File: src/rtl/sb_pkg.sv
// Shared types and sizing constants for the issue-stage register scoreboard.
// Latency: n/a (package only).
// Backpressure: n/a (package only).
package sb_pkg;

  localparam int REG_CNT     = 32;
  localparam int REG_AW      = 5;
  localparam int MAX_PER_REG = 3;  // outstanding writes allowed to one register
  localparam int MAX_TOTAL   = 8;  // outstanding writes allowed across all registers

  typedef logic [REG_AW-1:0] reg_idx_t;
  typedef logic [1:0]        sb_cnt_t;
  typedef logic [6:0]        sb_cnt_total_t;

endpackage

File: src/rtl/sb_entry.sv
// Per-register pending-write counter for the scoreboard.
// Latency: count/busy update one cycle after inc/dec; underflow is combinational.
// Backpressure: none; the caller never increments a saturated counter.
// Ports: clk, rst_n (sync, active low), inc/dec requests, count, busy (count != 0),
//        underflow (decrement requested on an empty counter).
module sb_entry
  import sb_pkg::*;
(
  input  logic    clk,
  input  logic    rst_n,
  input  logic    inc,
  input  logic    dec,
  output sb_cnt_t count,
  output logic    busy,
  output logic    underflow
);

  sb_cnt_t cnt_q;
  sb_cnt_t cnt_d;

  // Simultaneous inc and dec cancel, so the counter holds and no underflow is
  // raised: the write-back is matched against the instruction issuing now.
  always_comb begin
    cnt_d     = cnt_q;
    underflow = 1'b0;
    if (inc && !dec) begin
      if (cnt_q != sb_cnt_t'(MAX_PER_REG)) cnt_d = cnt_q + 2'd1;
    end else if (dec && !inc) begin
      if (cnt_q == '0) underflow = 1'b1;
      else             cnt_d     = cnt_q - 2'd1;
    end
  end

  always_ff @(posedge clk) begin
    if (!rst_n) cnt_q <= '0;
    else        cnt_q <= cnt_d;
  end

  assign count = cnt_q;
  assign busy  = (cnt_q != '0);

endmodule

File: src/rtl/reg_scoreboard.sv
// Issue-stage register scoreboard: tracks in-flight writes per register, stalls decode on hazards.
// Latency: stall is combinational; busy_mask/inflight/err_underflow update one cycle after the edge.
// Backpressure: stall holds the decode instruction while a source is pending or the dest/total is full.
// Ports: clk, rst_n (sync, active low); issue_* from decode, stall back to decode;
//        wb_valid/wb_dest from write-back; busy_mask, inflight, err_underflow (sticky) status.
// Build option: define SB_WB_BYPASS_EN to let a same-cycle write-back release the hazard it retires.
module reg_scoreboard
  import sb_pkg::*;
(
  input  logic          clk,
  input  logic          rst_n,
  input  logic          issue_valid,
  input  reg_idx_t      issue_src1,
  input  reg_idx_t      issue_src2,
  input  logic          issue_use_src2,
  input  logic          issue_has_dest,
  input  reg_idx_t      issue_dest,
  output logic          stall,
  input  logic          wb_valid,
  input  reg_idx_t      wb_dest,
  output logic [31:0]   busy_mask,
  output sb_cnt_total_t inflight,
  output logic          err_underflow
);

  sb_cnt_t              cnt [REG_CNT];
  logic [REG_CNT-1:1]   inc_vec;
  logic [REG_CNT-1:1]   dec_vec;
  logic [REG_CNT-1:1]   busy_vec;
  logic [REG_CNT-1:1]   uf_vec;

  sb_cnt_total_t inflight_q, inflight_d;
  logic          err_q, err_d;

  logic          wb_live;   // write-back to a tracked register
  logic          wb_hit;    // write-back that actually retires a pending write
  logic          accept;
  logic          do_inc;
  logic          do_dec;
  logic          src1_pend, src2_pend, dest_full;
  sb_cnt_t       dest_cnt_eff;
  sb_cnt_total_t inflight_eff;

  // Register 0 is hard-wired and never tracked.
  assign cnt[0] = '0;

  for (genvar r = 1; r < REG_CNT; r++) begin : g_entry
    sb_entry u_entry (
      .clk       (clk),
      .rst_n     (rst_n),
      .inc       (inc_vec[r]),
      .dec       (dec_vec[r]),
      .count     (cnt[r]),
      .busy      (busy_vec[r]),
      .underflow (uf_vec[r])
    );
  end

  assign wb_live = wb_valid && (wb_dest != '0);
  assign wb_hit  = wb_live && (cnt[wb_dest] != '0);

  always_comb begin
    src1_pend    = (issue_src1 != '0) && (cnt[issue_src1] != '0);
    src2_pend    = (issue_src2 != '0) && (cnt[issue_src2] != '0);
    dest_cnt_eff = cnt[issue_dest];
    inflight_eff = inflight_q;
`ifdef SB_WB_BYPASS_EN
    // The register file writes on negedge, so a read launched at the next
    // posedge already sees this write-back's data: the last pending write can
    // be treated as retired now.
    if (wb_live && (wb_dest == issue_src1) && (cnt[issue_src1] == 2'd1)) src1_pend = 1'b0;
    if (wb_live && (wb_dest == issue_src2) && (cnt[issue_src2] == 2'd1)) src2_pend = 1'b0;
    if (wb_hit && (wb_dest == issue_dest)) dest_cnt_eff = cnt[issue_dest] - 2'd1;
    if (wb_hit) inflight_eff = inflight_q - 7'd1;
`endif
    dest_full = issue_has_dest && (issue_dest != '0) &&
                ((dest_cnt_eff == sb_cnt_t'(MAX_PER_REG)) ||
                 (inflight_eff == sb_cnt_total_t'(MAX_TOTAL)));
    stall = issue_valid && (src1_pend || (issue_use_src2 && src2_pend) || dest_full);
  end

  assign accept = issue_valid && !stall;
  assign do_inc = accept && issue_has_dest && (issue_dest != '0);
  // A write-back to an empty register still cancels a same-cycle issue to it.
  assign do_dec = wb_hit || (wb_live && do_inc && (issue_dest == wb_dest));

  always_comb begin
    inc_vec = '0;
    dec_vec = '0;
    for (int r = 1; r < REG_CNT; r++) begin
      inc_vec[r] = do_inc  && (issue_dest == reg_idx_t'(r));
      dec_vec[r] = wb_live && (wb_dest    == reg_idx_t'(r));
    end
  end

  always_comb begin
    inflight_d = inflight_q;
    if (do_inc && !do_dec)      inflight_d = inflight_q + 7'd1;
    else if (do_dec && !do_inc) inflight_d = inflight_q - 7'd1;
    err_d = err_q | (|uf_vec);
  end

  always_ff @(posedge clk) begin
    if (!rst_n) begin
      inflight_q <= '0;
      err_q      <= 1'b0;
    end else begin
      inflight_q <= inflight_d;
      err_q      <= err_d;
    end
  end

  // Counters are flops, so the busy mask already changes only at the clock edge.
  assign busy_mask     = {busy_vec, 1'b0};
  assign inflight      = inflight_q;
  assign err_underflow = err_q;

endmodule

File: config.mk
export PLATFORM = sky130hd
export DESIGN_NAME = reg_scoreboard
export DESIGN_NICKNAME = d
export VERILOG_FILES = /design/src/rtl/sb_pkg.sv /design/src/rtl/sb_entry.sv /design/src/rtl/reg_scoreboard.sv
export SDC_FILE = /design/constraint.sdc
export NUM_CORES = 1
export LEC_CHECK = 0
export ABC_AREA = 1
export CORE_MARGIN = 1
export CORE_UTILIZATION = 63
export DETAILED_ROUTE_END_ITERATION = 7
export PLACE_DENSITY = 0.87
export SLEW_MARGIN = 0
export SYNTH_ARGS = -nofsm -noshare
export SYNTH_HDL_FRONTEND = slang
export SYNTH_SLANG_ARGS = --single-unit
File: constraint.sdc
create_clock -name clk -period 6.03 [get_ports clk]
set_clock_uncertainty 0.2 [all_clocks]
set_input_delay 0.603 -clock clk [delete_from_list [all_inputs] [get_ports clk]]
set_output_delay 0.603 -clock clk [all_outputs]
set_load 0.01 [all_outputs]
; ---- After elaboration in Yosys (flattened, before gate mapping)
; Index checks and enable logic that the tools add are counted.
[totals]
out_inout_bits = 41
word_cells = 836
in_bits = 26
reg_bits = 70
[classes]
bitwise = 5
n_reduce_logical = 341
eq_ne = 158
addsub = 64
n_lt_le_gt_ge = 4
mux = 231
[ops]
columns = operator, n
row1 = 2-bit two-way mux, 132
row2 = "5-bit == test, second input constant", 32
row3 = 1-bit logical AND, 139
row4 = 2-bit nonzero test, 66
row5 = "2-bit inequality test, second input constant", 62
row6 = 1-bit two-way mux, 93
row7 = 3-bit AND reduction, 31
row8 = "5-bit by 4-bit == test with 1-bit output, second input constant", 16
row9 = 1-bit logical NOT, 65
row10 = "2-bit by 1-bit adder with 2-bit output, second input constant", 31
row11 = 2-bit logical NOT, 31
row12 = "2-bit by 1-bit inequality test with 1-bit output, second input constant", 31
row13 = "2-bit by 1-bit subtractor with 2-bit output, second input constant", 31
row14 = 2-bit binary-select mux with 5-bit select, 4
row15 = "5-bit by 3-bit == test with 1-bit output, second input constant", 8
row16 = 31-bit OR reduction, 1
row17 = "6-bit greater-or-equal comparator, second input constant", 4
row18 = 5-bit inverter with 6-bit output, 4
row19 = "5-bit by 2-bit == test with 1-bit output, second input constant", 4
row20 = 5-bit nonzero test, 4
row21 = 7-bit two-way mux, 2
row22 = "5-bit by 1-bit == test with 1-bit output, second input constant", 2
row23 = "7-bit by 1-bit adder with 7-bit output, second input constant", 1
row24 = "7-bit by 4-bit == test with 1-bit output, second input constant", 1
row25 = other kinds (5), 8

; ---- Depth between registers and ports, before layout
[logic_depth]
ltp_word = 21
depth_mapped = 32
ltp_nobuf = 29

; ---- Cells and area by module
; A second synthesis with hierarchy kept.
[unflattened]
cells_unflattened = 1212
hier_area_um2 = 7274.5
[by_module_without_submodules]
columns = mod, seq_area_each_um2, cells_per_inst, n_inst, area_each_um2
row1 = sb_entry, 40.0, 19, 31, 138.9
row2 = reg_scoreboard, 160.2, 623, 1, 2969.1

; ---- Worst setup path before layout
; OpenSTA, ideal clock, no wires.
[synth_timing]
path_kind = input port to flip-flop
startpoint = input issue_src1[0]
endpoint = register inflight_q[6], in the netlist inflight[6]
path_buffers = 3
path_stages = 28
arrival_time_ns = 3.771
required_ns = 5.711
setup_slack_ns = 1.940
setup_time_ns = 0.119
cell_sequence = buf_4 inv_2 buf_4 a31oi_1 nand2_1 nand2_1 nand2_1 nand3_1 nand2_1 a21oi_4 buf_4 and2_1 nand2_1 inv_1 nand2_1 a31o_2 ha_1 inv_1 ha_1 a21oi_1 nor2_1 nor2_1 o21ai_0 a21oi_1 o21ai_0 a21o_1 o21ai_0 a21oi_1
[synth_between]
elab_chain_len = 19
elab_cells_between_ends = 23
cone_classes = mux (4) / bitwise (1) / reduce/logical (18)
[synth_lines]
columns = item, line
row1 = from (decl), reg_scoreboard.sv:13  ; input reg_idx_t issue_src1,
row2 = 5-bit inverter with 6-bit output (implied by the code), reg_scoreboard.sv:63  ; src1_pend = (issue_src1 != '0) && (cnt[issue_src1] != '0);
row3 = 2-bit binary-select mux with 5-bit select, reg_scoreboard.sv:63
row4 = 2-bit two-way mux (implied by the code) (2 in series), reg_scoreboard.sv:63
row5 = 2-bit nonzero test, reg_scoreboard.sv:63
row6 = 1-bit logical AND *, reg_scoreboard.sv:63
row7 = 1-bit logical OR * (2 in series), reg_scoreboard.sv:79  ; stall = issue_valid && (src1_pend || (issue_use_src2 && src2_pend) || dest_full);
row8 = 1-bit logical AND *, reg_scoreboard.sv:79
row9 = 1-bit logical NOT *, reg_scoreboard.sv:82  ; assign accept = issue_valid && !stall;
row10 = 1-bit logical AND *, reg_scoreboard.sv:82
row11 = 1-bit logical AND * (2 in series), reg_scoreboard.sv:83  ; assign do_inc = accept && issue_has_dest && (issue_dest != '0);
row12 = 1-bit logical AND (2 in series), reg_scoreboard.sv:85  ; assign do_dec = wb_hit || (wb_live && do_inc && (issue_dest == wb_dest));
row13 = 1-bit logical OR, reg_scoreboard.sv:85
row14 = 1-bit logical NOT, reg_scoreboard.sv:98  ; if (do_inc && !do_dec) inflight_d = inflight_q + 7'd1;
row15 = 1-bit logical AND, reg_scoreboard.sv:98
row16 = 7-bit two-way mux or 2-bit nonzero test (tied branches), -
row17 = to (signal assigned), reg_scoreboard.sv:108  ; inflight_q <= inflight_d;
row18 = to (decl), reg_scoreboard.sv:32  ; sb_cnt_total_t inflight_q, inflight_d;
; Every way passes the cells marked *; elsewhere a longest branch is shown, timed or not. The select of a mux whose other input is x is not followed.
; A chain may end at the register's enable or synchronous reset.

; ---- Worst setup path in the final report
[layout_timing]
startpoint = input issue_dest[0]
endpoint = register inflight_q[5], in the netlist inflight[5]
[layout_between]
elab_chain_len = 19
elab_cells_between_ends = 25
cone_classes = eq/ne (2) / mux (4) / bitwise (1) / reduce/logical (18)
[layout_lines]
columns = item, line
row1 = from (decl), reg_scoreboard.sv:17  ; input reg_idx_t issue_dest,
row2 = 5-bit inverter with 6-bit output (implied by the code), reg_scoreboard.sv:65  ; dest_cnt_eff = cnt[issue_dest];
row3 = 2-bit binary-select mux with 5-bit select, reg_scoreboard.sv:65
row4 = 2-bit two-way mux (implied by the code) (2 in series), reg_scoreboard.sv:65
row5 = 2-bit == test, reg_scoreboard.sv:77  ; ((dest_cnt_eff == sb_cnt_t'(MAX_PER_REG)) ||
row6 = 1-bit logical OR, reg_scoreboard.sv:77
row7 = 1-bit logical AND, reg_scoreboard.sv:76  ; dest_full = issue_has_dest && (issue_dest != '0) &&
row8 = 1-bit logical OR, reg_scoreboard.sv:79
row9 = 1-bit logical AND, reg_scoreboard.sv:79
row10 = 1-bit logical NOT, reg_scoreboard.sv:82
row11 = 1-bit logical AND, reg_scoreboard.sv:82
row12 = 1-bit logical AND (2 in series), reg_scoreboard.sv:83
row13 = 1-bit logical AND (2 in series), reg_scoreboard.sv:85
row14 = 1-bit logical OR, reg_scoreboard.sv:85
row15 = 1-bit logical NOT, reg_scoreboard.sv:98
row16 = 1-bit logical AND, reg_scoreboard.sv:98
row17 = 7-bit two-way mux or 2-bit nonzero test (tied branches), -
; Parallel ways exist; a longest one is shown, timed or not. The select of a mux whose other input is x is not followed.

==> flow_metrics.env <==
export IMPL_hold_viol=0
export IMPL_wl_per_cell_um=16.1
export IMPL_maxSlewViolCount=0
export IMPL_routed_via_count=8051
export IMPL_synth_cells=1206
export IMPL_portBuffers=65
export IMPL_status="finished clean"
export IMPL_ys_seq_elements=70
export IMPL_grt_max_degree=32
export IMPL_crit_buf_inv=6
export IMPL_synth_area_leader_cell="dfxtp_1"
export IMPL_die_x_um=105
export IMPL_syn_nets=1239
export IMPL_synth_top_family_by_area="simple AND/OR/NAND/NOR gates"
export IMPL_io_pins=67
export IMPL_cp_top_family="buffers and inverters"
export IMPL_path_max_fanout=31
export IMPL_period_minus_slack_ns=4.95
export IMPL_clockRootBuffer="clkbuf_8"
export IMPL_fmax_ghz=0.202
export IMPL_hold_buffers=0
export IMPL_met3_length_um=2880
export IMPL_switchingPower_mw=0.346
export IMPL_cts_tree="built"
export IMPL_power_density_nw_per_um2=149
export IMPL_p_leak_nw=3.30
export IMPL_drc=0
export IMPL_htreeDepth=3
export IMPL_rsz0062_at_grt="no"
export IMPL_drive_above_1_share=0.0367
export IMPL_synthXorXnorAreaFrac=0.00658
export IMPL_grt_pass1_vias=7048
export IMPL_wl_met2_um=9100
export IMPL_fin_util=0.709
export IMPL_synthAdderAreaFrac=0.0143
export IMPL_synth_simple_area_share=0.437
export IMPL_fin_crit_sh=0.821
export IMPL_ys_seq_area_frac=0.211
export IMPL_setup_tns_ns=0
export IMPL_antenna_cells=0
export IMPL_cp_required_ns=6.10
export IMPL_gp_congestion=1.01
export IMPL_placed_area_sq_um=7100
export IMPL_crit_type="input pin to flip-flop"
export IMPL_drtAntennaViolNets=0
export IMPL_clk_latency_ns=0.38
export IMPL_nNetsFinal=1255
export IMPL_max_stage_delay_ns=0.79
export IMPL_viasPerCell=5.91
export IMPL_initial_core_util=0.647
export IMPL_routed_wl_um=21900
export IMPL_core_sq_um=10300
export IMPL_dr_pass1_iters=6
export IMPL_syn_cell_area_sq_um=6650
export IMPL_dp_hpwl_um=16900
export IMPL_grt_antenna_before_repair=0
export IMPL_numCtsBuffers=9
export IMPL_synthMuxAreaShare=0
export IMPL_fill_cells=961
export IMPL_initialDrtViolationCount=998
export IMPL_post_cts_buffers=0
export IMPL_clock_sinks=70
export IMPL_cts_buffer_depth=2
export IMPL_p_int_mw=0.741
export IMPL_rows=37
export IMPL_clock_power_share=0.358
export IMPL_setup_viol=0
export IMPL_cp_end_kind="flip-flop"
export IMPL_grt_overflow=0
export IMPL_finalPower_mw=1.09
export IMPL_switching_share=0.319
export IMPL_avgSynthCellArea_sq_um=5.52
export IMPL_min_path_type="flip-flop to flip-flop"
export IMPL_final_area_sq_um=7290
export IMPL_die_area_sq_um=11000
export IMPL_slew_headroom=0.396
export IMPL_synth_compound_area_frac=0.164
export IMPL_power_frac_comb=0.206
export IMPL_pwr_share_seq=0.436
export IMPL_yosysUniqueCellTypes=41
export IMPL_worstMarginPinSlew_ns=0.906
export IMPL_arrival_ns=5.02
export IMPL_dieHeight_um=105
export IMPL_grt_pass1_wl_um=36000
export IMPL_cts_resized=0
export IMPL_clk_pin_slew_ns=0.07
export IMPL_irDropWorstVdd_mv=0.171
export IMPL_crit_path_frequent_cell="nand2_1"
export IMPL_synth_top_area_frac=0.211
export IMPL_cp_start_kind="input pin"
export IMPL_yosysWarnings=0
export IMPL_cp_slowest_cell="clkdlybuf4s50_1"
export IMPL_highest_layer="met4"
export IMPL_netlist_top_cells_area="dfxtp_1, nand2_1, nor2_1"
export IMPL_met1_length_um=8970
export IMPL_grtUsageTotal=0.414
export IMPL_cap_violations=0
export IMPL_syn2layout_area_growth_pct=9.54
==> per-layer routing <==
metal,GRT usage,vias to the layer above
li1,-,3883
met1,0.567,3522
met2,0.618,564
met3,0.0823,82
met4,0.206,0
met5,0,-
==> path summary, 6_finish.rpt <==
kind                                      from                     endpoint  slack [ns]  depth (start not counted)
setup / recovery                 issue_dest[0]                  inflight[5]        1.08                         29
hold / removal     g_entry[6].u_entry.count[1]  g_entry[6].u_entry.count[1]        0.29                          2
setup reg to reg  g_entry[15].u_entry.count[0]                  inflight[5]        1.71                         26
hold reg to reg    g_entry[6].u_entry.count[1]  g_entry[6].u_entry.count[1]        0.29                          2
==> cell type report <==
cell class	instances	area [sq um]	area share
clock buffer	11	141	0.0194
timing repair buffer	74	718	0.0986
clock inverter	4	47.5	0.00652
tap	136	170	0.0234
multi-input combinational	889	4140	0.568
sequential	70	1400	0.192
inverter	178	668	0.0917
==> metrics by stage <==
stage | hold slack (ns) | std cells | setup WS (ns)
global route | 0.305 | 1362 | 0.745
floorplan | 0.253 | 1206 | 1.94
detailed placement | 0.273 | 1347 | 0.824
CTS | 0.284 | 1362 | 1.21
finish | 0.286 | 1362 | 1.08
global placement | 0.270 | 1347 | 1.02
==> cell usage in the layout (no fill, tap or decap), types with 2 or more instances in the layout <==
| master | Yosys | final |
|---|---|---|
| dfxtp_1 | 70 | 70 |
| clkdlybuf4s50_1 | 0 | 65 |
| ha_1 | 6 | 6 |
| nor2_2 | 1 | 2 |
| nand2_2 | 3 | 3 |
| nand4_2 | 5 | 5 |
| a311oi_1 | 2 | 2 |
| a21oi_1 | 67 | 67 |
| clkinv_1 | 4 | 4 |
| o211ai_1 | 10 | 10 |
| a31oi_1 | 6 | 6 |
| or2_1 | 5 | 5 |
| a211oi_1 | 13 | 13 |
| nand2_1 | 314 | 314 |
| nor3_1 | 3 | 3 |
| o21ai_0 | 51 | 51 |
| nor4_1 | 3 | 3 |
| clkbuf_8 | 0 | 10 |
| a221oi_1 | 8 | 8 |
| o21ai_1 | 3 | 3 |
| inv_2 | 5 | 5 |
| clkinv_2 | 0 | 2 |
| nand3_1 | 113 | 113 |
| o22ai_1 | 13 | 13 |
| nand4_1 | 27 | 27 |
| inv_1 | 169 | 169 |
| nor2_1 | 215 | 214 |
| buf_4 | 40 | 9 |
| o21bai_1 | 4 | 4 |
| xor2_1 | 5 | 5 |
| o21ai_2 | 2 | 2 |
==> cell families after synthesis <==
group,after synthesis
and+or+nand+nor,692
DFF,70
other,1
buffers and inverters,247
xor gates and xnor gates,5
AOI/OAI and AO/OA,184
adders and majority gates,7
==> tightest hold or removal path, cell delays in order, from the launching register on <==
cell	delay, ns
dfxtp_1	0.33
nand2_1	0.06
a21oi_1	0.05
==> cells in the mapped netlist (all sizes together) <==
cell type and number:
nand2 317, nor2 216, inv 174, nand3 113, dfxtp 70, a21oi 68, o21ai 56, buf 54
nand4 33, clkbuf 15, a211oi 13, o22ai 13, o211ai 10, a221oi 8, a31oi 6, ha 6
or2 6, xor2 5, clkinv 4, o21bai 4, a311oi 3, nor3 3, nor4 3, a21o 1
a31o 1, and2 1, conb 1, fa 1, o2111ai 1
==> registers in the layout, summed over array words and instances (netlist names) <==
signal                 cells
inflight                   7
err_underflow              1
g_entry.u_entry.count     62
==> power by group through the flow <==
stage | sequential [mW] | clock, mW | combinational (mW)
finish | 0.475 | 0.389 | 0.224
global route | 0.475 | 0.413 | 0.245
CTS | 0.475 | 0.391 | 0.218
detailed placement | 0.485 | 0 | 0.217
global placement | 0.485 | 0 | 0.215
floorplan | 0.487 | 0 | 0.144
Power figures use the tool's default switching activity.
